===== src/rtl/alu_pkg.sv =====
// Shared definitions for the execute-stage ALU and the ALU control stage:
// datapath width, operation codes and execute FSM state encodings.
package alu_pkg;

  localparam int DATA_W = 32;

  // Operation codes produced by the ALU control stage
  localparam logic [3:0] OP_AND     = 4'b0000;
  localparam logic [3:0] OP_OR      = 4'b0001;
  localparam logic [3:0] OP_ADD     = 4'b0010;
  localparam logic [3:0] OP_SUB     = 4'b0011;
  localparam logic [3:0] OP_SRAV    = 4'b0100;
  localparam logic [3:0] OP_BEQ_SUB = 4'b0110;
  localparam logic [3:0] OP_SLT     = 4'b0111;
  localparam logic [3:0] OP_MULTU   = 4'b1000;
  localparam logic [3:0] OP_LUI     = 4'b1010;
  localparam logic [3:0] OP_SLTU    = 4'b1011;
  localparam logic [3:0] OP_SRA     = 4'b1111;

  // Execute FSM states
  localparam logic [1:0] ST_IDLE = 2'd0;
  localparam logic [1:0] ST_MUL  = 2'd1;
  localparam logic [1:0] ST_DONE = 2'd2;

  // Signed overflow of an addition, judged from the operand and sum sign bits.
  // Subtraction reuses it by passing the inverted sign of the subtrahend.
  function automatic logic add_overflow(input logic a_msb, input logic b_msb,
                                        input logic s_msb);
    return (a_msb == b_msb) && (s_msb != a_msb);
  endfunction

endpackage


===== src/rtl/alu_exec_mul_iter.sv =====
// Iterative unsigned 32x32 -> 64 multiplier, one multiplier bit per cycle.
// The product register starts as {0, multiplier}; each step adds the
// multiplicand into the upper half when the current low bit is set, then
// shifts the whole register right by one. done and product are presented
// combinationally in the cycle of the final step so the parent can register
// the finished product on the same edge that performs that step.
module mul_iter
  import alu_pkg::*;
(
  input  logic                clk,
  input  logic                rst,
  input  logic                start,
  input  logic [DATA_W-1:0]   a,
  input  logic [DATA_W-1:0]   b,
  output logic                done,
  output logic [2*DATA_W-1:0] product
);

  localparam int CNT_W = $clog2(DATA_W);
  localparam logic [CNT_W-1:0] LAST_STEP = CNT_W'(DATA_W - 1);

  logic                active;
  logic [CNT_W-1:0]    cnt;
  logic [DATA_W-1:0]   mcand;
  logic [2*DATA_W-1:0] acc;
  logic [DATA_W:0]     step_sum;
  logic [2*DATA_W-1:0] acc_next;

  // One shift-add step of the product register
  always_comb begin
    step_sum = {1'b0, acc[2*DATA_W-1:DATA_W]} + (acc[0] ? {1'b0, mcand} : '0);
    acc_next = {step_sum, acc[DATA_W-1:1]};
  end

  assign done    = active && (cnt == LAST_STEP);
  assign product = acc_next;

  // Load operands on start, then step once per cycle until the last bit
  always_ff @(posedge clk or posedge rst) begin
    if (rst) begin
      active <= 1'b0;
      cnt    <= '0;
      mcand  <= '0;
      acc    <= '0;
    end else if (start && !active) begin
      active <= 1'b1;
      cnt    <= '0;
      mcand  <= a;
      acc    <= {{DATA_W{1'b0}}, b};
    end else if (active) begin
      acc <= acc_next;
      cnt <= cnt + 1'b1;
      if (cnt == LAST_STEP) begin
        active <= 1'b0;
      end
    end
  end

endmodule


===== src/rtl/alu_exec.sv =====
// Execute-stage ALU. Single-cycle operations are evaluated from the inputs in
// the accept cycle and registered; MULTU is handed to the iterative
// multiplier and the FSM waits in MUL until it finishes. Outputs hold their
// last values between completions, and done_o pulses once per operation.
module alu_exec #(
  parameter int DATA_W = alu_pkg::DATA_W
) (
  input  logic              clk_i,
  input  logic              rst_i,
  input  logic              start_i,
  input  logic [3:0]        ctrl_i,
  input  logic [DATA_W-1:0] src1_i,
  input  logic [DATA_W-1:0] src2_i,
  input  logic [4:0]        shamt_i,
  output logic              busy_o,
  output logic              done_o,
  output logic [DATA_W-1:0] result_o,
  output logic [DATA_W-1:0] hi_o,
  output logic              zero_o,
  output logic              overflow_o
);

  import alu_pkg::*;

  logic [1:0]          state;
  logic                accept;
  logic                is_mul;
  logic [DATA_W-1:0]   sum;
  logic [DATA_W-1:0]   diff;
  logic [DATA_W-1:0]   alu_res;
  logic                alu_ovf;
  logic                mul_done;
  logic [2*DATA_W-1:0] mul_product;

  assign busy_o = (state == ST_MUL);
  assign accept = start_i && !busy_o;
  assign is_mul = (ctrl_i == OP_MULTU);
  assign sum    = src1_i + src2_i;
  assign diff   = src1_i - src2_i;

  // Single-cycle operation decode; MULTU and unknown codes yield zero here
  always_comb begin
    alu_res = '0;
    alu_ovf = 1'b0;
    case (ctrl_i)
      OP_AND:  alu_res = src1_i & src2_i;
      OP_OR:   alu_res = src1_i | src2_i;
      OP_ADD: begin
        alu_res = sum;
        alu_ovf = add_overflow(src1_i[DATA_W-1], src2_i[DATA_W-1], sum[DATA_W-1]);
      end
      OP_SUB, OP_BEQ_SUB: begin
        alu_res = diff;
        alu_ovf = add_overflow(src1_i[DATA_W-1], ~src2_i[DATA_W-1], diff[DATA_W-1]);
      end
      OP_SLT:  alu_res = {{(DATA_W-1){1'b0}}, $signed(src1_i) < $signed(src2_i)};
      OP_SLTU: alu_res = {{(DATA_W-1){1'b0}}, src1_i < src2_i};
      OP_SRAV: alu_res = $unsigned($signed(src2_i) >>> src1_i[4:0]);
      OP_SRA:  alu_res = $unsigned($signed(src2_i) >>> shamt_i);
      OP_LUI:  alu_res = {src2_i[15:0], 16'h0000};
      default: alu_res = '0;
    endcase
  end

  mul_iter u_mul_iter (
    .clk     (clk_i),
    .rst     (rst_i),
    .start   (accept && is_mul),
    .a       (src1_i),
    .b       (src2_i),
    .done    (mul_done),
    .product (mul_product)
  );

  // Execute FSM and output registers
  always_ff @(posedge clk_i or posedge rst_i) begin
    if (rst_i) begin
      state      <= ST_IDLE;
      done_o     <= 1'b0;
      result_o   <= '0;
      hi_o       <= '0;
      zero_o     <= 1'b0;
      overflow_o <= 1'b0;
    end else begin
      done_o <= 1'b0;
      case (state)
        ST_IDLE, ST_DONE: begin
          if (accept && is_mul) begin
            state <= ST_MUL;
          end else if (accept) begin
            state      <= ST_DONE;
            done_o     <= 1'b1;
            result_o   <= alu_res;
            zero_o     <= (alu_res == '0);
            overflow_o <= alu_ovf;
          end else begin
            state <= ST_IDLE;
          end
        end
        ST_MUL: begin
          if (mul_done) begin
            state      <= ST_DONE;
            done_o     <= 1'b1;
            result_o   <= mul_product[DATA_W-1:0];
            hi_o       <= mul_product[2*DATA_W-1:DATA_W];
            zero_o     <= (mul_product[DATA_W-1:0] == '0);
            overflow_o <= 1'b0;
          end
        end
        default: state <= ST_IDLE;
      endcase
    end
  end

endmodule

===== config.mk =====
export PLATFORM = sky130hd
export DESIGN_NAME = alu_exec
export DESIGN_NICKNAME = d
export VERILOG_FILES = /design/src/rtl/alu_pkg.sv /design/src/rtl/alu_exec_mul_iter.sv /design/src/rtl/alu_exec.sv
export SDC_FILE = /design/constraint.sdc
export NUM_CORES = 1
export LEC_CHECK = 0
export ABC_AREA = 1
export BUFFER_PORTS_ARGS = -buffer_cell sky130_fd_sc_hd__buf_2
export CAP_MARGIN = 20
export CORE_MARGIN = 3
export CORE_UTILIZATION = 30
export DETAILED_ROUTE_END_ITERATION = 10
export PLACE_DENSITY_LB_ADDON = 0.25
export SLEW_MARGIN = 20
export SYNTH_ARGS = -nofsm -noshare
export SYNTH_HDL_FRONTEND = slang
export SYNTH_HIERARCHICAL = 1
export SYNTH_SLANG_ARGS = --single-unit

===== constraint.sdc =====
create_clock -name clk_i -period 5.6 [get_ports clk_i]
set_clock_uncertainty 0.1 [all_clocks]
set_input_delay 0.56 -clock clk_i [delete_from_list [all_inputs] [get_ports clk_i]]
set_output_delay 0.56 -clock clk_i [all_outputs]
set_load 0.01 [all_outputs]

==> run summary <==
### Run status
* **status** finished clean

### Clock tree
* **clock sink count** 171
* **CTS tree** done
* **number of setup buffers added after CTS** 0
* **number of buffers added by the clock tree synthesis step** 17
* **clock root buffer** sky130_fd_sc_hd__clkbuf_16
* **H-tree lvl count** 4
* **Clock transition at path regs** 70 ps
* **clock latency on the worst-skew pair** 470 ps
* **maximum buffer depth of the clock tree** 2
* **post-cts sizing count** 0
* **Post-CTS Hold Buffers** 0

### Timing
* **number of hold-slack violations in the final timing report** 0
* **actual slew at the worst max-slew pin** 1040 ps
* **count of endpoints failing setup in the final report** 0
* **max_slew headroom** 30.3%
* **period utilization** 69.2%
* **number of max-slew violations in the final report** 0
* **crit path time final** 3870 ps
* **achievable frequency** 0.258 GHz
* **RSZ-0062 raised after global routing** no
* **total negative slack** 0 ps

### Final layout
* **total number of nets in the final design** 3,376
* **growth of design area from synthesis to finish** 9.54%
* **fraction of layout cells with a size suffix above 1** 8.49%
* **commonest cells after routing, fill and taps aside** sky130_fd_sc_hd__nand2_1 (1,124), sky130_fd_sc_hd__inv_1 (441), sky130_fd_sc_hd__nand3_1 (341)
* **antenna fix cells** 0
* **most common library cell in the layout ignoring fill and taps** sky130_fd_sc_hd__nand2_1

### Place
* **total of buffers placed on input and output ports** 143
* **half-perimeter wire length after detailed placement** 67,100 microns
* **weighted congestion reported at the end of routability-driven placement** 1.06

### Critical path
* **critical path data arrival time** 4120 ps
* **startpoint class of the critical path** register
* **CP required** 5840 ps
* **maximum fanout count along the critical path** 44
* **nature of the critical path endpoint** register
* **worst setup path category** register to register

### Global route
* **global-route wire length before repair** 122,000 microns
* **GRT Total Usage** 25.2%
* **grt total ovfl** 0
* **number of antenna violations at the first check in global routing** 2
* **via count of the first global-routing pass** 19,100
* **pin count of the biggest net entering global routing** 70

### Job
* **# Max-Cap Violations** 0

### Synth
* **number of nets in the synthesized netlist** 3,329
* **part of the Yosys area used for sequential elements** 23.2%
* **count of flip-flops with a built-in enable after synthesis** 0
* **post-synthesis register bit count** 171
* **Warnings, synthesis** 6
* **dominant register cell in the synthesized netlist** sky130_fd_sc_hd__dfrtp_1
* **cell area after synthesis** 18,500 sq um
* **fraction of registers with async set or reset after synthesis** 100%
* **post-synth cell types** 51
* **number of instances in the synthesized netlist** 3,108
* **Mapped Avg Cell Area** 5.94 sq um

### Floorplan
* **row cnt** 90
* **Initial Util** 30.4%
* **y dimension of the die** 254 microns
* **number of placed I/O pins** 144
* **horizontal die dimension** 254 microns
* **Die Outline Area** 64,600 sq um
* **Floorplan Core Area** 60,700 sq um

### Pwr
* **final total power** 5.67 mW
* **Worst IR Drop VDD** 0.173 mV
* **cell leakage power** 11.6 nW
* **total power divided by cell area** 280 nW/um^2

### Detailed routing
* **post-route antenna net violation count** 0
* **via density per instance** 5.12
* **Routed WL per cell** 20.7 microns
* **wire length after detailed routing** 81,800 microns
* **vias** 20,200
* **Starting DRT DRC Count** 2,094
* **number of detailed-routing iterations run before antenna repair** 6
* **DRC errors left** 0

### Min path
* **min-delay worst type** input pin to asynchronous set/reset pin

==> cell usage after synthesis (16+ instances only) <==
cell type | count | share of area (%)
sky130_fd_sc_hd__nand2_1 | 1125 | 23
sky130_fd_sc_hd__inv_1 | 443 | 9.0
sky130_fd_sc_hd__nand3_1 | 341 | 9.2
sky130_fd_sc_hd__nor2_1 | 228 | 4.6
sky130_fd_sc_hd__dfrtp_1 | 171 | 23
sky130_fd_sc_hd__ha_1 | 142 | 9.6
sky130_fd_sc_hd__o21ai_0 | 122 | 3.3
sky130_fd_sc_hd__a21oi_1 | 119 | 3.2
sky130_fd_sc_hd__clkbuf_1 | 59 | 1.2
sky130_fd_sc_hd__nor3_1 | 48 | 1.3
sky130_fd_sc_hd__buf_4 | 37 | 1.5
sky130_fd_sc_hd__buf_2 | 34 | 0.92
sky130_fd_sc_hd__o22ai_1 | 23 | 0.78
sky130_fd_sc_hd__nand2_2 | 22 | 0.74
sky130_fd_sc_hd__nand4_1 | 21 | 0.71
sky130_fd_sc_hd__o221ai_1 | 18 | 0.85
sky130_fd_sc_hd__and2_1 | 16 | 0.54
==> registers in the layout, summed over array words and instances, names as in the netlist <==
name,count
done_o,1
hi_o,32
overflow_o,1
result_o,32
state,2
u_mul_iter/acc,64
u_mul_iter/active,1
u_mul_iter/cnt,5
u_mul_iter/mcand,32
zero_o,1
==> power by group <==
part           switching (mW)  internal (mW)
sequential              0.243           1.57
combinational            1.78          0.819
clock                   0.554          0.709
total                    2.58           3.09
==> per-layer routing <==
layer / routed length, microns / track usage [%] / vias up
met2: 35600 / 39.2 / 795
met5: 35 / 0 / -
li1: - / - / 9894
met1: 36500 / 34.5 / 9397
met4: 3500 / 10.6 / 4
met3: 6210 / 4.55 / 129
==> final timing paths <==
kind	from	end	slack (ps)	cells past startpoint
setup / recovery	u_mul_iter/cnt[0]$_DFFE_PP0P_	result_o[29]$_DFFE_PP0P_	1730	13
hold / removal	rst_i	u_mul_iter/acc[62]$_DFFE_PP0P_	160	2
setup reg to reg	u_mul_iter/cnt[0]$_DFFE_PP0P_	result_o[29]$_DFFE_PP0P_	1730	13
hold reg to reg	hi_o[24]$_DFFE_PP0P_	hi_o[24]$_DFFE_PP0P_	370	2
max in group asynchronous	rst_i	u_mul_iter/mcand[10]$_DFFE_PP0P_	4160	3
min in group clk_i	src1_i[2]	u_mul_iter/mcand[2]$_DFFE_PP0P_	270	3
==> cells by family after synthesis <==
kind of cell             after synthesis  synth area share (%)
AO/OA/AOI/OAI                        335                  10.4
XOR/XNOR                              21                  1.16
adder cells (fa/ha/maj)              145                  9.94
buffers and inverters                590                  13.3
flip-flops                           171                  23.2
AND/OR/NAND/NOR                     1846                  42.1
==> layout make-up <==
cell class / count / area [sq um]
Clock buffer: 17 / 425
Sequential cell: 171 / 4280
Clock inverter: 15 / 188
Multi-Input combinational cell: 2347 / 11800
Fill cell: 6883 / 40500
Timing Repair Buffer: 167 / 896
Tap cell: 782 / 978
Inverter: 451 / 1700
==> critical path: stages (launching register included) <==
cell	delay, ps
sky130_fd_sc_hd__dfrtp_1	410
sky130_fd_sc_hd__ha_1	230
sky130_fd_sc_hd__nand2_1	90
sky130_fd_sc_hd__nor2_1	40
sky130_fd_sc_hd__ha_1	170
sky130_fd_sc_hd__nand2_1	60
sky130_fd_sc_hd__inv_1	60
sky130_fd_sc_hd__nand2_1	60
sky130_fd_sc_hd__buf_4	330
sky130_fd_sc_hd__clkinv_1	200
sky130_fd_sc_hd__nor2_4	780
sky130_fd_sc_hd__inv_1	660
sky130_fd_sc_hd__o211ai_1	450
sky130_fd_sc_hd__nand2_1	90
==> stage by stage <==
stage / setup WS [ps] / cells / area, sq um / util (%) / hold slack (ps)
after detailed placement: 1530 / 3918 / 19600 / 32.3 / 360
after CTS: 1640 / 3950 / 20200 / 33.3 / 164
final: 1730 / 3950 / 20200 / 33.3 / 160
after global routing: 1370 / 3950 / 20200 / 33.3 / 208
after global placement: 1540 / 3918 / 19600 / 32.3 / 358
after floorplan: 2260 / 3108 / 18500 / - / 349
Power figures use the tool's default switching activity.
